$ cat config.mk
export PLATFORM = sky130hd
export DESIGN_NAME = periph_target_id_flat
export DESIGN_NICKNAME = d
export VERILOG_FILES = /design/src/rtl/periph_pkg.sv /design/src/rtl/periph_target_id_if.sv /design/src/rtl/fifo_v3.sv /design/src/rtl/periph_target_id.sv /design/src/flat_wrapper.sv
export SDC_FILE = /design/constraint.sdc
export NUM_CORES = 1
export LEC_CHECK = 0
export ABC_AREA = 1
export BUFFER_PORTS_ARGS = -buffer_cell sky130_fd_sc_hd__buf_2
export CORE_UTILIZATION = 30
export CTS_CLUSTER_DIAMETER = 50
export DETAILED_ROUTE_END_ITERATION = 10
export HOLD_SLACK_MARGIN = 0.03
export SLEW_MARGIN = 10
export SYNTH_ARGS = -nofsm -noshare
export SYNTH_HDL_FRONTEND = slang
export SYNTH_SLANG_ARGS = --single-unit
$ cat constraint.sdc
create_clock -name clk_i -period 2.9 [get_ports clk_i]
set_clock_uncertainty 0.15 [all_clocks]
set_input_delay 0.435 -clock clk_i [delete_from_list [all_inputs] [get_ports clk_i]]
set_output_delay 0.435 -clock clk_i [all_outputs]
set_load 0.005 [all_outputs]
$ cat src/rtl/periph_pkg.sv
// Shared definitions for the ID-tagged peripheral request/response protocol.
package periph_pkg;

  // Response opcode carried on r_opc.
  typedef enum logic {
    OPC_OK  = 1'b0,
    OPC_ERR = 1'b1
  } periph_opc_e;

endpackage : periph_pkg

$ cat src/rtl/periph_target_id_if.sv
// Request/response bundle of the ID-tagged peripheral protocol.
// master drives the request and consumes the grant and response; slave is the target side.
interface periph_target_id_if #(
  parameter int unsigned ADDR_WIDTH = 32,
  parameter int unsigned DATA_WIDTH = 32,
  parameter int unsigned ID_WIDTH   = 8,
  parameter int unsigned BE_WIDTH   = DATA_WIDTH / 8
);

  logic                  req;
  logic [ADDR_WIDTH-1:0] add;
  logic                  we_n;
  logic [DATA_WIDTH-1:0] wdata;
  logic [BE_WIDTH-1:0]   be;
  logic [ID_WIDTH-1:0]   id;
  logic                  gnt;
  logic                  r_valid;
  logic                  r_opc;
  logic [ID_WIDTH-1:0]   r_id;
  logic [DATA_WIDTH-1:0] r_rdata;

  modport master (
    output req, add, we_n, wdata, be, id,
    input  gnt, r_valid, r_opc, r_id, r_rdata
  );

  modport slave (
    input  req, add, we_n, wdata, be, id,
    output gnt, r_valid, r_opc, r_id, r_rdata
  );

endinterface : periph_target_id_if

$ cat src/rtl/fifo_v3.sv
// Synchronous FIFO with optional fall-through, flush and unpush (drop last pushed entry).
// Storage updates are qualified by write enables rather than gated clocks, so the
// test-mode clock-gating bypass has no effect on this implementation.
module fifo_v3 #(
  parameter bit          FALL_THROUGH = 1'b0,
  parameter int unsigned DATA_WIDTH   = 32,
  parameter int unsigned DEPTH        = 8,
  parameter int unsigned ADDR_DEPTH   = (DEPTH > 1) ? $clog2(DEPTH) : 1
) (
  input  logic                  clk_i,
  input  logic                  rst_ni,
  input  logic                  flush_i,
  input  logic                  unpush_i,
  input  logic                  testmode_i,
  output logic                  full_o,
  output logic                  empty_o,
  output logic [ADDR_DEPTH-1:0] usage_o,
  input  logic [DATA_WIDTH-1:0] data_i,
  input  logic                  push_i,
  output logic [DATA_WIDTH-1:0] data_o,
  input  logic                  pop_i
);

  localparam logic [ADDR_DEPTH:0]   FIFO_DEPTH = (ADDR_DEPTH+1)'(DEPTH);
  localparam logic [ADDR_DEPTH:0]   CNT_ONE    = (ADDR_DEPTH+1)'(1);
  localparam logic [ADDR_DEPTH-1:0] PTR_ONE    = ADDR_DEPTH'(1);
  localparam logic [ADDR_DEPTH-1:0] PTR_LAST   = ADDR_DEPTH'(DEPTH - 1);

  logic [ADDR_DEPTH-1:0] read_ptr_q, read_ptr_n;
  logic [ADDR_DEPTH-1:0] write_ptr_q, write_ptr_n;
  logic [ADDR_DEPTH:0]   status_cnt_q, status_cnt_n;
  logic [DATA_WIDTH-1:0] mem_q [DEPTH];
  logic                  mem_we;
  logic                  unused_testmode;

  assign unused_testmode = testmode_i;

  function automatic logic [ADDR_DEPTH-1:0] ptr_inc(input logic [ADDR_DEPTH-1:0] p);
    return (p == PTR_LAST) ? '0 : p + PTR_ONE;
  endfunction

  function automatic logic [ADDR_DEPTH-1:0] ptr_dec(input logic [ADDR_DEPTH-1:0] p);
    return (p == '0) ? PTR_LAST : p - PTR_ONE;
  endfunction

  assign full_o  = (status_cnt_q == FIFO_DEPTH);
  assign empty_o = (status_cnt_q == '0) & ~(FALL_THROUGH & push_i);
  assign usage_o = status_cnt_q[ADDR_DEPTH-1:0];

  // Pointer and occupancy update for push, pop, fall-through and unpush.
  always_comb begin
    read_ptr_n   = read_ptr_q;
    write_ptr_n  = write_ptr_q;
    status_cnt_n = status_cnt_q;
    data_o       = mem_q[read_ptr_q];
    mem_we       = 1'b0;

    if (push_i && !full_o) begin
      mem_we       = 1'b1;
      write_ptr_n  = ptr_inc(write_ptr_q);
      status_cnt_n = status_cnt_q + CNT_ONE;
    end

    if (pop_i && !empty_o) begin
      read_ptr_n   = ptr_inc(read_ptr_q);
      status_cnt_n = status_cnt_n - CNT_ONE;
    end

    // Empty fall-through: data bypasses storage; a same-cycle pop consumes it outright.
    if (FALL_THROUGH && (status_cnt_q == '0) && push_i) begin
      data_o = data_i;
      if (pop_i) begin
        status_cnt_n = status_cnt_q;
        read_ptr_n   = read_ptr_q;
        write_ptr_n  = write_ptr_q;
        mem_we       = 1'b0;
      end
    end

    if (unpush_i && !push_i && (status_cnt_n != '0)) begin
      write_ptr_n  = ptr_dec(write_ptr_q);
      status_cnt_n = status_cnt_n - CNT_ONE;
    end
  end

  // Pointer and counter registers.
  always_ff @(posedge clk_i or negedge rst_ni) begin
    if (!rst_ni) begin
      read_ptr_q   <= '0;
      write_ptr_q  <= '0;
      status_cnt_q <= '0;
    end else if (flush_i) begin
      read_ptr_q   <= '0;
      write_ptr_q  <= '0;
      status_cnt_q <= '0;
    end else begin
      read_ptr_q   <= read_ptr_n;
      write_ptr_q  <= write_ptr_n;
      status_cnt_q <= status_cnt_n;
    end
  end

  // Entry storage, written at the write pointer on an accepted push.
  always_ff @(posedge clk_i or negedge rst_ni) begin
    if (!rst_ni) begin
      for (int unsigned i = 0; i < DEPTH; i++) begin
        mem_q[i] <= '0;
      end
    end else if (mem_we) begin
      mem_q[write_ptr_q] <= data_i;
    end
  end

endmodule : fifo_v3

$ cat src/rtl/periph_target_id.sv
// Target-side responder for the ID-tagged peripheral protocol.
// Forwards requests to an in-order backend, queues accepted IDs and returns
// registered, ID-tagged responses one cycle after each backend rvalid.
// Optional feature macro: PERIPH_TARGET_ERR_EN (backend error reporting on r_opc
// and the sticky protocol-error flag).
module periph_target_id
  import periph_pkg::*;
#(
  parameter int unsigned ADDR_WIDTH      = 32,
  parameter int unsigned DATA_WIDTH      = 32,
  parameter int unsigned ID_WIDTH        = 8,
  parameter int unsigned BYTE_ENABLE_BIT = DATA_WIDTH / 8,
  parameter int unsigned MAX_OUTSTANDING = 4
) (
  input  logic                                   clk_i,
  input  logic                                   rst_ni,
  input  logic                                   scan_ckgt_enable_i,
  periph_target_id_if.slave                      data,
  output logic                                   be_req_o,
  output logic [ADDR_WIDTH-1:0]                  be_add_o,
  output logic                                   be_we_n_o,
  output logic [DATA_WIDTH-1:0]                  be_wdata_o,
  output logic [BYTE_ENABLE_BIT-1:0]             be_be_o,
  input  logic                                   be_gnt_i,
  input  logic                                   be_rvalid_i,
  input  logic [DATA_WIDTH-1:0]                  be_rdata_i,
  input  logic                                   be_err_i,
  output logic [$clog2(MAX_OUTSTANDING+1)-1:0]   outstanding_o,
  output logic                                   proto_err_o
);

  localparam int unsigned CNT_W   = $clog2(MAX_OUTSTANDING + 1);
  localparam int unsigned FIFO_AW = (MAX_OUTSTANDING > 1) ? $clog2(MAX_OUTSTANDING) : 1;
  localparam logic [CNT_W-1:0] CNT_ONE = CNT_W'(1);

  logic                  id_full;
  logic                  id_empty;
  logic [ID_WIDTH-1:0]   head_id;
  logic                  id_push;
  logic                  id_pop;
  logic [FIFO_AW-1:0]    usage_unused;
  logic [CNT_W-1:0]      cnt_q;
  logic                  r_valid_q;
  logic [ID_WIDTH-1:0]   r_id_q;
  logic [DATA_WIDTH-1:0] r_rdata_q;

  // Request path is purely combinational; id_full is the registered full flag, so
  // a pop in the same cycle cannot open the grant.
  assign be_req_o   = data.req & ~id_full;
  assign data.gnt   = be_req_o & be_gnt_i;
  assign be_add_o   = data.add;
  assign be_we_n_o  = data.we_n;
  assign be_wdata_o = data.wdata;
  assign be_be_o    = data.be;

  assign id_push = data.gnt;
  assign id_pop  = be_rvalid_i & ~id_empty;

  fifo_v3 #(
    .FALL_THROUGH (1'b0),
    .DATA_WIDTH   (ID_WIDTH),
    .DEPTH        (MAX_OUTSTANDING)
  ) ID_FIFO (
    .clk_i      (clk_i),
    .rst_ni     (rst_ni),
    .flush_i    (1'b0),
    .unpush_i   (1'b0),
    .testmode_i (scan_ckgt_enable_i),
    .full_o     (id_full),
    .empty_o    (id_empty),
    .usage_o    (usage_unused),
    .data_i     (data.id),
    .push_i     (id_push),
    .data_o     (head_id),
    .pop_i      (id_pop)
  );

  // Outstanding counter: grants increment, answered responses decrement.
  always_ff @(posedge clk_i or negedge rst_ni) begin
    if (!rst_ni) begin
      cnt_q <= '0;
    end else begin
      case ({id_push, id_pop})
        2'b10:   cnt_q <= cnt_q + CNT_ONE;
        2'b01:   cnt_q <= cnt_q - CNT_ONE;
        default: cnt_q <= cnt_q;
      endcase
    end
  end

  assign outstanding_o = cnt_q;

  // Response stage: one-cycle valid pulse, payload held between responses.
  always_ff @(posedge clk_i or negedge rst_ni) begin
    if (!rst_ni) begin
      r_valid_q <= 1'b0;
      r_id_q    <= '0;
      r_rdata_q <= '0;
    end else begin
      r_valid_q <= id_pop;
      if (id_pop) begin
        r_id_q    <= head_id;
        r_rdata_q <= be_rdata_i;
      end
    end
  end

  assign data.r_valid = r_valid_q;
  assign data.r_id    = r_id_q;
  assign data.r_rdata = r_rdata_q;

`ifdef PERIPH_TARGET_ERR_EN
  periph_opc_e r_opc_q;
  logic        proto_err_q;

  // Backend error captured alongside the response payload.
  always_ff @(posedge clk_i or negedge rst_ni) begin
    if (!rst_ni) begin
      r_opc_q <= OPC_OK;
    end else if (id_pop) begin
      r_opc_q <= be_err_i ? OPC_ERR : OPC_OK;
    end
  end

  // Sticky flag for a backend response with nothing outstanding.
  always_ff @(posedge clk_i or negedge rst_ni) begin
    if (!rst_ni) begin
      proto_err_q <= 1'b0;
    end else if (be_rvalid_i && id_empty) begin
      proto_err_q <= 1'b1;
    end
  end

  assign data.r_opc  = r_opc_q;
  assign proto_err_o = proto_err_q;
`else
  logic unused_be_err;

  assign unused_be_err = be_err_i;
  assign data.r_opc    = OPC_OK;
  assign proto_err_o   = 1'b0;
`endif

endmodule : periph_target_id

$ cat src/flat_wrapper.sv
// flat-port wrapper written by rule: the top's interface ports become plain ports
module periph_target_id_flat import periph_pkg::*;
#(
  parameter int unsigned ADDR_WIDTH      = 32,
  parameter int unsigned DATA_WIDTH      = 32,
  parameter int unsigned ID_WIDTH        = 8,
  parameter int unsigned BYTE_ENABLE_BIT = DATA_WIDTH / 8,
  parameter int unsigned MAX_OUTSTANDING = 4
)
  (clk_i, rst_ni, scan_ckgt_enable_i, be_req_o, be_add_o, be_we_n_o, be_wdata_o, be_be_o, be_gnt_i, be_rvalid_i, be_rdata_i, be_err_i, outstanding_o, proto_err_o, data_req, data_add, data_we_n, data_wdata, data_be, data_id, data_gnt, data_r_valid, data_r_opc, data_r_id, data_r_rdata);
  periph_target_id_if #(.ADDR_WIDTH(ADDR_WIDTH), .DATA_WIDTH(DATA_WIDTH), .ID_WIDTH(ID_WIDTH), .BE_WIDTH(((32) / 8))) data_i ();
  input  logic clk_i;
  input  logic rst_ni;
  input  logic scan_ckgt_enable_i;
  output logic be_req_o;
  output logic [ADDR_WIDTH-1:0] be_add_o;
  output logic be_we_n_o;
  output logic [DATA_WIDTH-1:0] be_wdata_o;
  output logic [BYTE_ENABLE_BIT-1:0] be_be_o;
  input  logic be_gnt_i;
  input  logic be_rvalid_i;
  input  logic [DATA_WIDTH-1:0] be_rdata_i;
  input  logic be_err_i;
  output logic [$clog2(MAX_OUTSTANDING+1)-1:0] outstanding_o;
  output logic proto_err_o;
  input wire logic [$bits(data_i.req)-1:0] data_req;
  input wire logic [$bits(data_i.add)-1:0] data_add;
  input wire logic [$bits(data_i.we_n)-1:0] data_we_n;
  input wire logic [$bits(data_i.wdata)-1:0] data_wdata;
  input wire logic [$bits(data_i.be)-1:0] data_be;
  input wire logic [$bits(data_i.id)-1:0] data_id;
  output wire logic [$bits(data_i.gnt)-1:0] data_gnt;
  output wire logic [$bits(data_i.r_valid)-1:0] data_r_valid;
  output wire logic [$bits(data_i.r_opc)-1:0] data_r_opc;
  output wire logic [$bits(data_i.r_id)-1:0] data_r_id;
  output wire logic [$bits(data_i.r_rdata)-1:0] data_r_rdata;
  assign data_i.req = data_req;
  assign data_i.add = data_add;
  assign data_i.we_n = data_we_n;
  assign data_i.wdata = data_wdata;
  assign data_i.be = data_be;
  assign data_i.id = data_id;
  assign data_gnt = data_i.gnt;
  assign data_r_valid = data_i.r_valid;
  assign data_r_opc = data_i.r_opc;
  assign data_r_id = data_i.r_id;
  assign data_r_rdata = data_i.r_rdata;
  periph_target_id #(.ADDR_WIDTH(ADDR_WIDTH), .DATA_WIDTH(DATA_WIDTH), .ID_WIDTH(ID_WIDTH), .BYTE_ENABLE_BIT(BYTE_ENABLE_BIT), .MAX_OUTSTANDING(MAX_OUTSTANDING)) u_core (.clk_i(clk_i), .rst_ni(rst_ni), .scan_ckgt_enable_i(scan_ckgt_enable_i), .data(data_i), .be_req_o(be_req_o), .be_add_o(be_add_o), .be_we_n_o(be_we_n_o), .be_wdata_o(be_wdata_o), .be_be_o(be_be_o), .be_gnt_i(be_gnt_i), .be_rvalid_i(be_rvalid_i), .be_rdata_i(be_rdata_i), .be_err_i(be_err_i), .outstanding_o(outstanding_o), .proto_err_o(proto_err_o));
endmodule
==> results.md <==
* Outcome: finished clean
* Type of origin of the critical path: register
* Die Y at 122 µm
* Slew @ Worst Pin at 0.734 ns
* Netlist area before placement at 4290 µm²
* Die area at 14800 µm²
* R2r worst-path depth at 15
* Register-to-register setup slack at 0.52 ns
* Final Hold Violating Endpoints at 0
* FP Rows at 43
* FF-to-FF Start: u_core.ID_FIFO.status_cnt_q[0]
* RSZ-0062 raised after global routing: no
* Remaining DRCs at 0
* Multi-input logic area at 1420 µm²
* Vias in the first global route at 3071
* First-iteration detailed-routing DRC count at 185
* Antenna violations before repair at 2
* Final setup vio count at 0
* Core Footprint at 13900 µm²
* All-layer global routing usage at 13.1%
* Final worst setup slack at 0.429 ns
* Synthesis-to-layout area growth at 8.72%
* Share of the synthesized area in the top cell type at 48.4%
* HP Start: be_rdata_i[10]
* CP Class: register to output pin
* PwrDens at 1050 nW/µm²
* Yosys top cell by area: dfrtp_1
* Slew Limit Fails at 0
* Final Net Count at 643
* Cells after synthesis at 498
* Max-cap violations at 0
* Largest cells by area after synthesis: dfrtp_1 (48%), nand2_1 (17%), buf_4 (13%), o21ai_1 (3.8%), inv_1 (2.7%)
* Post-synthesis register bit count at 83
* CTS Buf Count at 9
* RD Place Congestion at 0.765
* Post-route ant nets at 0
* Pre-CTS setup slack at 0.518 ns
* Wire per inst at 13.1 µm
* IO Pins at 233
* CP max stage delay at 0.42 ns
* CTS max path bufs at 2
* Buffers & Inverters on Critical Path at 4
* VDD IR max at 0.339 mV
* CP max-delay cell: dfrtp_1
* Clock root cell: clkbuf_16
* Fin Setup TNS at 0 ns
* Seq. cell area at 2080 µm²
* Die Wd at 122 µm
* Crit path DAT at 1.89 ns
* Worst r2r dst: u_core.ID_FIFO.status_cnt_q[2]
* Clock sink count at 83
* Critical Path RT at 2.32 ns
* Largest net degree at the start of global routing at 76
* CTS tree: done
* Hold Crit Class: input port to register
* Sequential element share of the synthesized area at 48.4%
* Layout cells sized above 1 at 23.2%
* Initial Util at 30.8%
* Yosys warning total at 0
* H-tree depth at 3
* Fillers at 1480
* Grt total ovfl at 0
* Crit. End Element: output pin
* Synth cell types at 29
* Sequence of cells on the critical path: inv_1, ha_1, nand2_2, nand3_4, buf_4, inv_2, buf_2
* Fmax at 405 MHz
* Max-slew headroom at 51.0%
* Port Buf Inserts at 90
* First-pass GRT wire length at 14.9 mm
* CP delay by family, top: buffers and inverters
* Vias per std cell at 4.34
* Hpwl dp at 6.31 mm
* Clock Latency Late Sink at 0.34 ns
* Via count at 3054
* TritonRoute pass-1 iters at 5
* Crit share post-route at 85.2%
* CP max FO at 23
* WHS Path Cells at 3
* Clock Pin Slew Worst Setup and Hold Paths at 0.06 ns
* Avg Inst Size Synth at 8.62 µm²
* Leakage at 2.51 nW
* Worst Hold Endpoint: u_core.data.r_rdata[10]
* Final WL at 9.21 mm
* Fin crit period at 2.47 ns
[cell type report]
| class | count | area share (%) |
|---|---|---|
| diodes | 2 | 0.107 |
| clock buffers | 13 | 5.58 |
| clock inverters | 2 | 0.751 |
| inverters | 33 | 2.71 |
| multi-input cells | 294 | 30.5 |
| flip-flops and latches | 83 | 44.5 |
| well taps | 180 | 4.83 |
| repair buffers | 96 | 11.0 |
[cells in the mapped netlist, drive strengths merged]
cell type and number:
inv 33, ha 9, a21oi 9, nand2 202, nand4 2, dfrtp 83, clkbuf 1, o21ai 46
o21bai 1, and2 1, fa 1, o211ai 8, nor2 5, nand3 5, o21a 1, buf 88
xnor2 2, conb 1
[metal layers]
layer	up-vias	share of wire (%)	GRT usage, %
met4	0	2.6	5.86
met3	32	8.6	5.06
li1	1518	-	-
met1	1413	42	15.8
met2	91	47	20.7
met5	-	0	0
[power breakdown]
| group | total (mW) | internal, mW | switching, mW |
|---|---|---|---|
| registers | 2.02 | 1.68 | 0.334 |
| logic | 1.72 | 0.707 | 1.02 |
| clock network | 1.14 | 0.708 | 0.434 |
[per-stage QoR]
| step | power, mW | instance area (µm²) | std cells | util [%] | hold slack, ns |
|---|---|---|---|---|---|
| CTS | 4.97 | 4660 | 701 | 33.4 | 0.127 |
| global placement | 3.70 | 4360 | 685 | 31.3 | 0.120 |
| floorplan | 3.25 | 4300 | 499 | - | -0.0106 |
| global route | 5.37 | 4660 | 702 | 33.5 | 0.134 |
| finish | 4.88 | 4670 | 703 | 33.5 | 0.142 |
| detailed placement | 3.79 | 4360 | 685 | 31.3 | 0.125 |
[kinds of logic after synthesis]
logic type	count (synthesis)	synth area share, %
compound gates	65	8.51
xor+xnor	2	0.408
fa+ha+maj	10	3.09
buf+inv	122	18.5
flops	83	48.4
other cells	1	0.0874
simple gates	215	21.0
[how the worst max path moves through the flow]
stage	from	endpoint	slack, ns	cells past startpoint
floorplan	u_core.ID_FIFO.status_cnt_q[0]	u_core.outstanding_o[2]	0.58	12
global placement	u_core.ID_FIFO.status_cnt_q[0]	u_core.ID_FIFO.status_cnt_q[2]	0.58	15
detailed placement	u_core.ID_FIFO.status_cnt_q[0]	u_core.ID_FIFO.status_cnt_q[2]	0.52	15
CTS	u_core.ID_FIFO.status_cnt_q[0]	data_gnt	0.40	7
global route	u_core.ID_FIFO.status_cnt_q[0]	u_core.ID_FIFO.status_cnt_q[2]	0.24	15
finish	u_core.ID_FIFO.status_cnt_q[0]	data_gnt	0.43	7
[worst register-to-register path, cell delays in order, from the launching register on]
cell and delay (ns):
dfrtp_1 0.42, inv_1 0.10, ha_1 0.19, nand2_2 0.09, nand3_4 0.09, buf_4 0.38
inv_2 0.12, nand2_1 0.10, nand2_1 0.07, inv_1 0.06, ha_1 0.16, nand4_1 0.12
nand2_1 0.09, nand2_1 0.04, nand2_1 0.05, inv_1 0.03
[layout by cell type (no fill, tap or decap)]
cell and n:
a21oi_1 9, nand2_4 2, clkbuf_8 2, o21ai_4 1, o21bai_2 1, clkbuf_1 2, dfrtp_1 83, buf_12 1
nand3_1 4, diode_2 2, nor2_1 1, conb_1 2, nand3_4 1, inv_2 1, clkinv_2 1, nor2_4 2
bufinv_16 1, nor2_8 2, nand4_1 2, nand2_2 2, o21ai_0 12, o21a_1 1, xnor2_1 2, and2_1 1
clkbuf_16 9, inv_1 31, dlygate4sd3_1 1, inv_4 1, ha_1 9, nand2_1 198, o211ai_1 8, buf_4 5
o21ai_1 33, fa_1 1, buf_2 89
[flip-flops by register name, summed over array words and instances (netlist names)]
name and count:
u_core.ID_FIFO.read_ptr_q 2, u_core.data.r_valid 1, u_core.ID_FIFO.write_ptr_q 2, u_core.data.r_id 8, u_core.ID_FIFO.status_cnt_q 3, u_core.data.r_rdata 32, u_core.ID_FIFO.mem_q 32, u_core.outstanding_o 3
[what timing repair did]
item | CTS | global route
buffers inserted | 0 | 0
gates resized for setup | 0 | 0
hold buffers | 1 | 0
endpoints found under the hold margin | 8 | 0
No activity file was read; power rests on OpenSTA's default activity.
